==> config.mk <==
export PLATFORM = sky130hd
export DESIGN_NAME = muldiv_unit
export DESIGN_NICKNAME = d
export VERILOG_FILES = /design/src/rtl/muldiv_unit.sv
export SDC_FILE = /design/constraint.sdc
export NUM_CORES = 1
export LEC_CHECK = 0
export CAP_MARGIN = 20
export CORE_MARGIN = 2
export CORE_UTILIZATION = 30
export CTS_BUF_LIST = sky130_fd_sc_hd__clkbuf_4
export CTS_CLUSTER_SIZE = 14
export DETAILED_ROUTE_END_ITERATION = 10
export MAX_ROUTING_LAYER = met4
export SYNTH_ARGS = -nofsm -noshare
export SYNTH_HDL_FRONTEND = slang
export SYNTH_SLANG_ARGS = --single-unit
==> constraint.sdc <==
create_clock -name clk -period 9.3 [get_ports clk]
set_input_delay 1.86 -clock clk [delete_from_list [all_inputs] [get_ports clk]]
set_output_delay 1.86 -clock clk [all_outputs]
set_load 0.01 [all_outputs]
==> src/rtl/muldiv_unit.sv <==
// muldiv_unit: iterative MIPS multiply/divide with HI/LO registers.
// Define MULDIV_SIGNED_EN for signed MULT/DIV; otherwise they alias MULTU/DIVU.
module muldiv_unit #(
  parameter int WIDTH = 32
) (
  input  logic             clk,
  input  logic             rst,
  input  logic             start,
  input  logic [5:0]       funct,
  input  logic [WIDTH-1:0] rs_val,
  input  logic [WIDTH-1:0] rt_val,
  input  logic             flush,
  output logic             busy,
  output logic             done,
  output logic             div_zero,
  output logic [WIDTH-1:0] hi,
  output logic [WIDTH-1:0] lo
);

  localparam int CW = $clog2(WIDTH + 1);
  localparam logic [CW-1:0] LAST = CW'(WIDTH - 1);

  typedef enum logic [1:0] {
    IDLE,
    MUL,
    DIV
  } state_t;

  state_t state, state_nx;

  logic [CW-1:0]    cnt;
  logic [2*WIDTH:0] prod;
  logic [WIDTH-1:0] rem;
  logic [WIDTH-1:0] quo;
  logic [WIDTH-1:0] opb;
  logic [WIDTH-1:0] a_raw;
  logic             dz;

  logic issue;
  logic is_mul;
  logic is_div;
  logic is_mthi;
  logic is_mtlo;
  logic last;
  logic commit;

  assign issue   = start && !flush && (state == IDLE);
  assign is_mul  = (funct == 6'd24) || (funct == 6'd25);
  assign is_div  = (funct == 6'd26) || (funct == 6'd27);
  assign is_mthi = (funct == 6'd17);
  assign is_mtlo = (funct == 6'd19);
  assign last    = (cnt == LAST);

  logic [WIDTH-1:0] a_mag;
  logic [WIDTH-1:0] b_mag;

`ifdef MULDIV_SIGNED_EN
  logic sgn_op;
  logic a_neg;
  logic b_neg;
  logic neg_q;
  logic neg_r;

  assign sgn_op = (funct == 6'd24) || (funct == 6'd26);
  assign a_neg  = sgn_op && rs_val[WIDTH-1];
  assign b_neg  = sgn_op && rt_val[WIDTH-1];
  assign a_mag  = a_neg ? -rs_val : rs_val;
  assign b_mag  = b_neg ? -rt_val : rt_val;

  // Result signs: product/quotient follow a^b, remainder follows dividend.
  always_ff @(posedge clk or posedge rst) begin
    if (rst) begin
      neg_q <= 1'b0;
      neg_r <= 1'b0;
    end else if (issue && (is_mul || is_div)) begin
      neg_q <= a_neg ^ b_neg;
      neg_r <= a_neg;
    end
  end
`else
  assign a_mag = rs_val;
  assign b_mag = rt_val;
`endif

  logic [WIDTH:0]   mul_sum;
  logic [2*WIDTH:0] prod_nx;
  logic [WIDTH:0]   div_tmp;
  logic [WIDTH:0]   div_diff;
  logic             div_ge;
  logic [WIDTH-1:0] rem_nx;
  logic [WIDTH-1:0] quo_nx;

  // prod = {acc, multiplier}; quo shifts dividend bits out, quotient in.
  always_comb begin
    mul_sum = prod[2*WIDTH:WIDTH];
    if (prod[0]) begin
      mul_sum = mul_sum + {1'b0, opb};
    end
    prod_nx  = {1'b0, mul_sum, prod[WIDTH-1:1]};
    div_tmp  = {rem, quo[WIDTH-1]};
    div_diff = div_tmp - {1'b0, opb};
    div_ge   = div_tmp >= {1'b0, opb};
    rem_nx   = div_ge ? div_diff[WIDTH-1:0]
                      : div_tmp[WIDTH-1:0];
    quo_nx   = {quo[WIDTH-2:0], div_ge};
  end

  logic [2*WIDTH-1:0] prod_res;
  logic [WIDTH-1:0]   q_res;
  logic [WIDTH-1:0]   r_res;
  logic [WIDTH-1:0]   hi_c;
  logic [WIDTH-1:0]   lo_c;

  always_comb begin
    prod_res = prod_nx[2*WIDTH-1:0];
    q_res    = quo_nx;
    r_res    = rem_nx;
`ifdef MULDIV_SIGNED_EN
    if (neg_q) begin
      prod_res = -prod_res;
      q_res    = -q_res;
    end
    if (neg_r) begin
      r_res = -r_res;
    end
`endif
    hi_c = r_res;
    lo_c = q_res;
    unique case (1'b1)
      (state == MUL): begin
        hi_c = prod_res[2*WIDTH-1:WIDTH];
        lo_c = prod_res[WIDTH-1:0];
      end
      dz: begin
        hi_c = a_raw;
        lo_c = '1;
      end
      default: ;
    endcase
  end

  always_ff @(posedge clk or posedge rst) begin
    if (rst) begin
      state <= IDLE;
    end else begin
      state <= state_nx;
    end
  end

  always_comb begin
    state_nx = state;
    commit   = 1'b0;
    unique case (state)
      IDLE: begin
        if (issue && is_mul) begin
          state_nx = MUL;
        end else if (issue && is_div) begin
          state_nx = DIV;
        end
      end
      MUL, DIV: begin
        if (flush) begin
          state_nx = IDLE;
        end else if (last) begin
          state_nx = IDLE;
          commit   = 1'b1;
        end
      end
      default: state_nx = IDLE;
    endcase
  end

  always_ff @(posedge clk or posedge rst) begin
    if (rst) begin
      cnt   <= '0;
      prod  <= '0;
      rem   <= '0;
      quo   <= '0;
      opb   <= '0;
      a_raw <= '0;
      dz    <= 1'b0;
    end else if (state == IDLE) begin
      if (issue && (is_mul || is_div)) begin
        cnt   <= '0;
        opb   <= b_mag;
        a_raw <= rs_val;
        dz    <= is_div && (rt_val == '0);
        prod  <= {{(WIDTH+1){1'b0}}, a_mag};
        rem   <= '0;
        quo   <= a_mag;
      end
    end else begin
      cnt <= cnt + CW'(1);
      if (state == MUL) begin
        prod <= prod_nx;
      end else begin
        rem <= rem_nx;
        quo <= quo_nx;
      end
    end
  end

  always_ff @(posedge clk or posedge rst) begin
    if (rst) begin
      busy     <= 1'b0;
      done     <= 1'b0;
      div_zero <= 1'b0;
      hi       <= '0;
      lo       <= '0;
    end else begin
      busy     <= (state_nx != IDLE);
      done     <= commit;
      div_zero <= commit && (state == DIV) && dz;
      if (commit) begin
        hi <= hi_c;
        lo <= lo_c;
      end else if (issue && is_mthi) begin
        hi <= rs_val;
      end else if (issue && is_mtlo) begin
        lo <= rs_val;
      end
    end
  end

endmodule

* Word-level counts from Yosys, hierarchy flattened *
Cells that the tools add are included.

storage, ports and cells
  flip-flop bits (word level) = 269
  bits of input ports = 74
  output and inout port bits = 67

cells by class
  $add $sub $neg = 3
  order comparisons = 1
  equality and inequality tests = 12
  multiplexer cells = 28
  reduce and logical (&&, ||, !) cells = 25

operators with widths
  kind                                                                    number
  32-bit two-way mux                                                      12
  65-bit two-way mux                                                      3
  32-bit one-hot mux with 2 select lines                                  2
  6-bit by 5-bit equality test with 1-bit output (second input constant)  7
  33-bit by 32-bit adder with 33-bit output                               1
  33-bit by 32-bit >= comparator with 1-bit output                        1
  33-bit two-way mux                                                      1
  32-bit logical NOT                                                      1
  32-bit subtractor                                                       1
  6-bit two-way mux                                                       2
  1-bit logical AND                                                       10
  2-bit two-way mux                                                       4
  2-bit AND reduction                                                     4
  2-bit nonzero test                                                      4
  6-bit by 1-bit adder with 6-bit output (second input constant)          1
  2-bit != test (second input constant)                                   2
  2-bit one-hot mux with 2 select lines                                   1
  1-bit logical OR                                                        3
  1-bit two-way mux                                                       3
  2-bit by 1-bit equality test with 1-bit output (second input constant)  1
  2-bit equality test (second input constant)                             1
  2-bit logical NOT                                                       1
  2-bit by 1-bit != test with 1-bit output (second input constant)        1
  2-bit OR reduction                                                      1
  1-bit logical NOT                                                       1

* Logic depth before layout (Yosys ltp) *
  word-level depth = 8
  gate-level depth with buffers = 15

* Least setup slack after synthesis *
OpenSTA, ideal clock, no wires.

  path type = input to register
  start point = input port funct[5]
  end point = register hi[0]
  setup time = 0.088 ns
  data arrival time = 3.302 ns
  data required time = 9.212 ns
  setup slack = 5.910 ns
  stages = 7
  buffers on the path = 2
  cell sequence = nor3b_1 -> nand4b_1 -> o21ai_0 -> clkbuf_1 -> clkbuf_1 -> nor2_1 -> nor3b_1

on the way
  longest elaborated chain between the ends = 3

ends and longest elaborated chain
  element                                         line  text
  start: declaration                              9     input logic [5:0] funct,
  6-bit by 5-bit equality test with 1-bit output  50    assign is_mthi = (funct == 6'd17);
  1-bit logical AND                               217   end else if (issue && is_mthi) begin
  2-bit nonzero test (no line)                    -
  end signal: assignment                          215   hi <= hi_c;
  end signal: assignment                          218   hi <= rs_val;
  end: declaration                                16    output logic [WIDTH-1:0] hi,

Every way passes these cells.
A chain may end at the register's enable or synchronous reset.

* Worst setup path in the final report *
  start point = register opb[10]
  end point = register hi[22]

on the way
  longest elaborated chain between the ends = 4
  elaborated cells on any way between the ends = 7

ends and longest elaborated chain
  element                                                            line     text
  start: declaration                                                 35       logic [WIDTH-1:0] opb;
  start signal: assignment                                           185      opb <= b_mag;
  33-bit by 32-bit adder with 33-bit output (tied with other cells)  97       mul_sum = mul_sum + {1'b0, opb};
  33-bit two-way mux or 32-bit two-way mux (tied branches)           96, 103
  32-bit one-hot mux with 2 select lines *                           129      unique case (1'b1)
  32-bit two-way mux *                                               214      if (commit) begin

Mark *: on every way between the ends. The rest lies on a longest branch, timed or not.

==> impl_metrics.json <==
{
  "rrSetupSlack_ps": 4820,
  "gp_congestion": 0.876,
  "drt_iter0_markers": 1014,
  "hold_path_startpoint": "a_raw[3]",
  "p_leak_nw": 8.77,
  "drc": 0,
  "fin_crit_ps": 4480,
  "p_sw_frac": 0.456,
  "hold_path.class": "flip-flop to flip-flop",
  "worst_pin_slew_ps": 1030,
  "htree_levels": 3,
  "die_h_um": 236,
  "rsz0062_at_grt": "false",
  "grt_pass1_wl_um": 83900,
  "fin_area_um2": 19100,
  "ctsHoldBuffers": 0,
  "path_max_fanout": 30,
  "overflow": 0,
  "multi_input_area_um2": 8720,
  "synthCells": 1811,
  "netSwitchingPower_mw": 2.87,
  "wl_um": 53500,
  "dieArea_um2": 55500,
  "min_to": "a_raw[3]",
  "synth.avg_cell_area_um2": 8.89,
  "syn2layout_area_growth_pct": 18.5,
  "synth_async_sr_flop_share": 1.00,
  "synth-edff-count": 0,
  "mappedNetlistNets": 1956,
  "hold_ws_ps": 478,
  "synth_top_flop_cell": "dfrtp_1",
  "synth_simple_gate_area_frac": 0.162,
  "irDropWorstVdd_mv": 0.148,
  "grt_pass1_vias": 14300,
  "wl_per_cell_um": 20.0,
  "slew_headroom": 0.316,
  "antenna_found_initial": 1,
  "viasPerCell": 5.41,
  "synth_top_area_frac": 0.417,
  "placed_area_um2": 18100,
  "cts_root_buf": "clkbuf_4",
  "hpwl_um": 37300,
  "firstDrtPassIters": 6,
  "n_fill_cell": 5464,
  "combPwrFrac": 0.522,
  "fin_crit_sh": 0.482,
  "crit_chain": "inv_1 -> ha_1 -> and2_1 -> nand3_1 -> nor4_1 -> a31oi_1 -> a22oi_4 -> buf_4 -> mux2i_1 -> o221ai_1 -> nor3b_1",
  "yosys_warnings": 0,
  "maxCapViolations": 0,
  "reg2reg_from": "opb[10]",
  "finalNetCount": 2074,
  "mappedNetlistArea_um2": 16100,
  "reg2reg_depth": 11,
  "crit_required_ps": 9920,
  "port_buffers": 140,
  "p_total_mw": 6.28,
  "fmax_mhz": 223,
  "layout-drive-gt1-share": 0.0869,
  "start_util": 0.305,
  "tns_ps": 0,
  "hold_depth": 2,
  "grt_max_degree": 172,
  "max-clock-path-buffers": 3,
  "grt_usage": 0.196,
  "ios": 141,
  "critPathSlowestCell": "nor4_1",
  "internal_power_mw": 3.42,
  "synthTopCellsByArea": "dfrtp_1, mux2i_1, nand2_1, o21ai_0, ha_1",
  "clkPwrFrac": 0.177,
  "ys_types": 77,
  "core_area_um2": 52800,
  "synth_xor_area_frac": 0.0315,
  "muxShareOfSynthArea": 0.0778,
  "synth-adder-area-share": 0.0561,
  "synth_common_cells": "nand2_1, dfrtp_1, o21ai_0",
  "end_kind": "flip-flop",
  "synth_top_family_by_area": "compound AO/OA/AOI/OAI gates",
  "synth_top_area_cell": "dfrtp_1",
  "finalHoldViolCount": 0,
  "cts_tree": "yes",
  "seqPwrFrac": 0.301,
  "cts_made_buffers": 75,
  "crit_arrival_ps": 5100,
  "synth_compound_area_frac": 0.212,
  "clkTransAtPathRegs_ps": 70,
  "core.rowCount": 84,
  "p_per_area_nw_per_um2": 329,
  "r2r-end": "hi[22]",
  "crit_type": "flip-flop to flip-flop",
  "cts_resized": 0,
  "crit_path_start_kind": "flip-flop",
  "seq_area_frac_synth": 0.417,
  "synth.most_common_cell": "nand2_1",
  "status": "finished, final reports clean",
  "clock-sinks": 268,
  "drtAntennaViolNets": 0,
  "setup_viol": 0,
  "ys_ff_latch": 268,
  "ff_latch_area_um2": 6710,
  "cp_slowest_stage_delay_ps": 850,
  "finalMaxSlewViolations": 0,
  "clk_latency_ps": 760,
  "fp.dieW_um": 236,
  "post-route-util": 0.362,
  "post_cts_buffers": 0,
  "route.vias.total": 14400,
  "skew_ps": 56.1
}
==> worst max path at each step <==
stage / start / end / slack, ps
final: opb[10] / hi[22] / 4820
after global routing: opb[11] / hi[22] / 4700
after CTS: opb[11] / hi[22] / 4810
after detailed placement: flush / hi[30] / 4370
after global placement: flush / hi[30] / 4490
after floorplan: rst / a_raw[0] / 60
==> final cells by class <==
cell class	count	area share
Clock buffer	104	0.0409
Sequential cell	268	0.352
Clock inverter	24	0.00807
Inverter	59	0.0120
Timing Repair Buffer	162	0.0849
Multi-Input combinational cell	1363	0.457
Tap cell	688	0.0451
Antenna cell	2	0.000262
==> sequential cells by signal, indices dropped and copies added (netlist names) <==
signal    flops
a_raw        32
busy          1
cnt           6
div_zero      1
done          1
dz            1
hi           32
lo           32
opb          32
prod         64
quo          32
rem          32
state         2
==> logic make-up after synthesis <==
kind of cell             after synthesis
adder cells (fa/ha/maj)               71
XOR/XNOR                              58
multiplexers                         124
buffers and inverters                180
AO/OA/AOI/OAI                        528
AND/OR/NAND/NOR                      582
flip-flops                           268
==> power groups by stage <==
stage                     sequential [mW]  clock, mW  combinational, mW
final                                1.89       1.11               3.28
after global routing                 1.94       1.21               3.62
after CTS                            1.88       1.14               3.23
after detailed placement             1.89          0               3.22
after global placement               1.89          0               3.16
after floorplan                      1.78          0               2.39
==> per-layer routing <==
layer	up-vias	routed length, um	GRT usage
li1	6807	-	-
met1	7066	26000	0.277
met2	485	23500	0.291
met3	74	2810	0.0260
met4	0	1090	0.0612
met5	-	0	-
==> critical path, delay by kind of cell, from the launching register on <==
| family | cells | cell delay (ps) |
|---|---|---|
| flip-flops | 1 | 420 |
| AND/OR/NAND/NOR | 4 | 1420 |
| AO/OA/AOI/OAI | 3 | 1030 |
| multiplexers | 1 | 450 |
| adder cells (fa/ha/maj) | 1 | 370 |
| buffers and inverters | 2 | 650 |
==> cells in the final DEF (no fill, tap or decap), types with 15 or more instances in the layout <==
cell type        count
xnor2_1             38
nor2_1             110
o21ai_0            184
a21o_1              32
dfrtp_1            267
clkinv_1            15
ha_1                68
a221oi_1            18
and2_1              31
buf_4               19
clkdlybuf4s50_1    140
nand2_1            268
xor2_1              20
a21oi_1            114
clkbuf_4           104
a2111oi_0           34
inv_1               57
mux2i_1            118
o22ai_1             26
nor3_1              35
nand3_1             48
==> per-stage QoR <==
stage,std cells,setup slack (ps)
floorplan,1811,58.0
global placement,2538,4490
detailed placement,2538,4370
CTS,2666,4810
global route,2670,4700
finish,2670,4820
(Power assumes the default switching activity.)
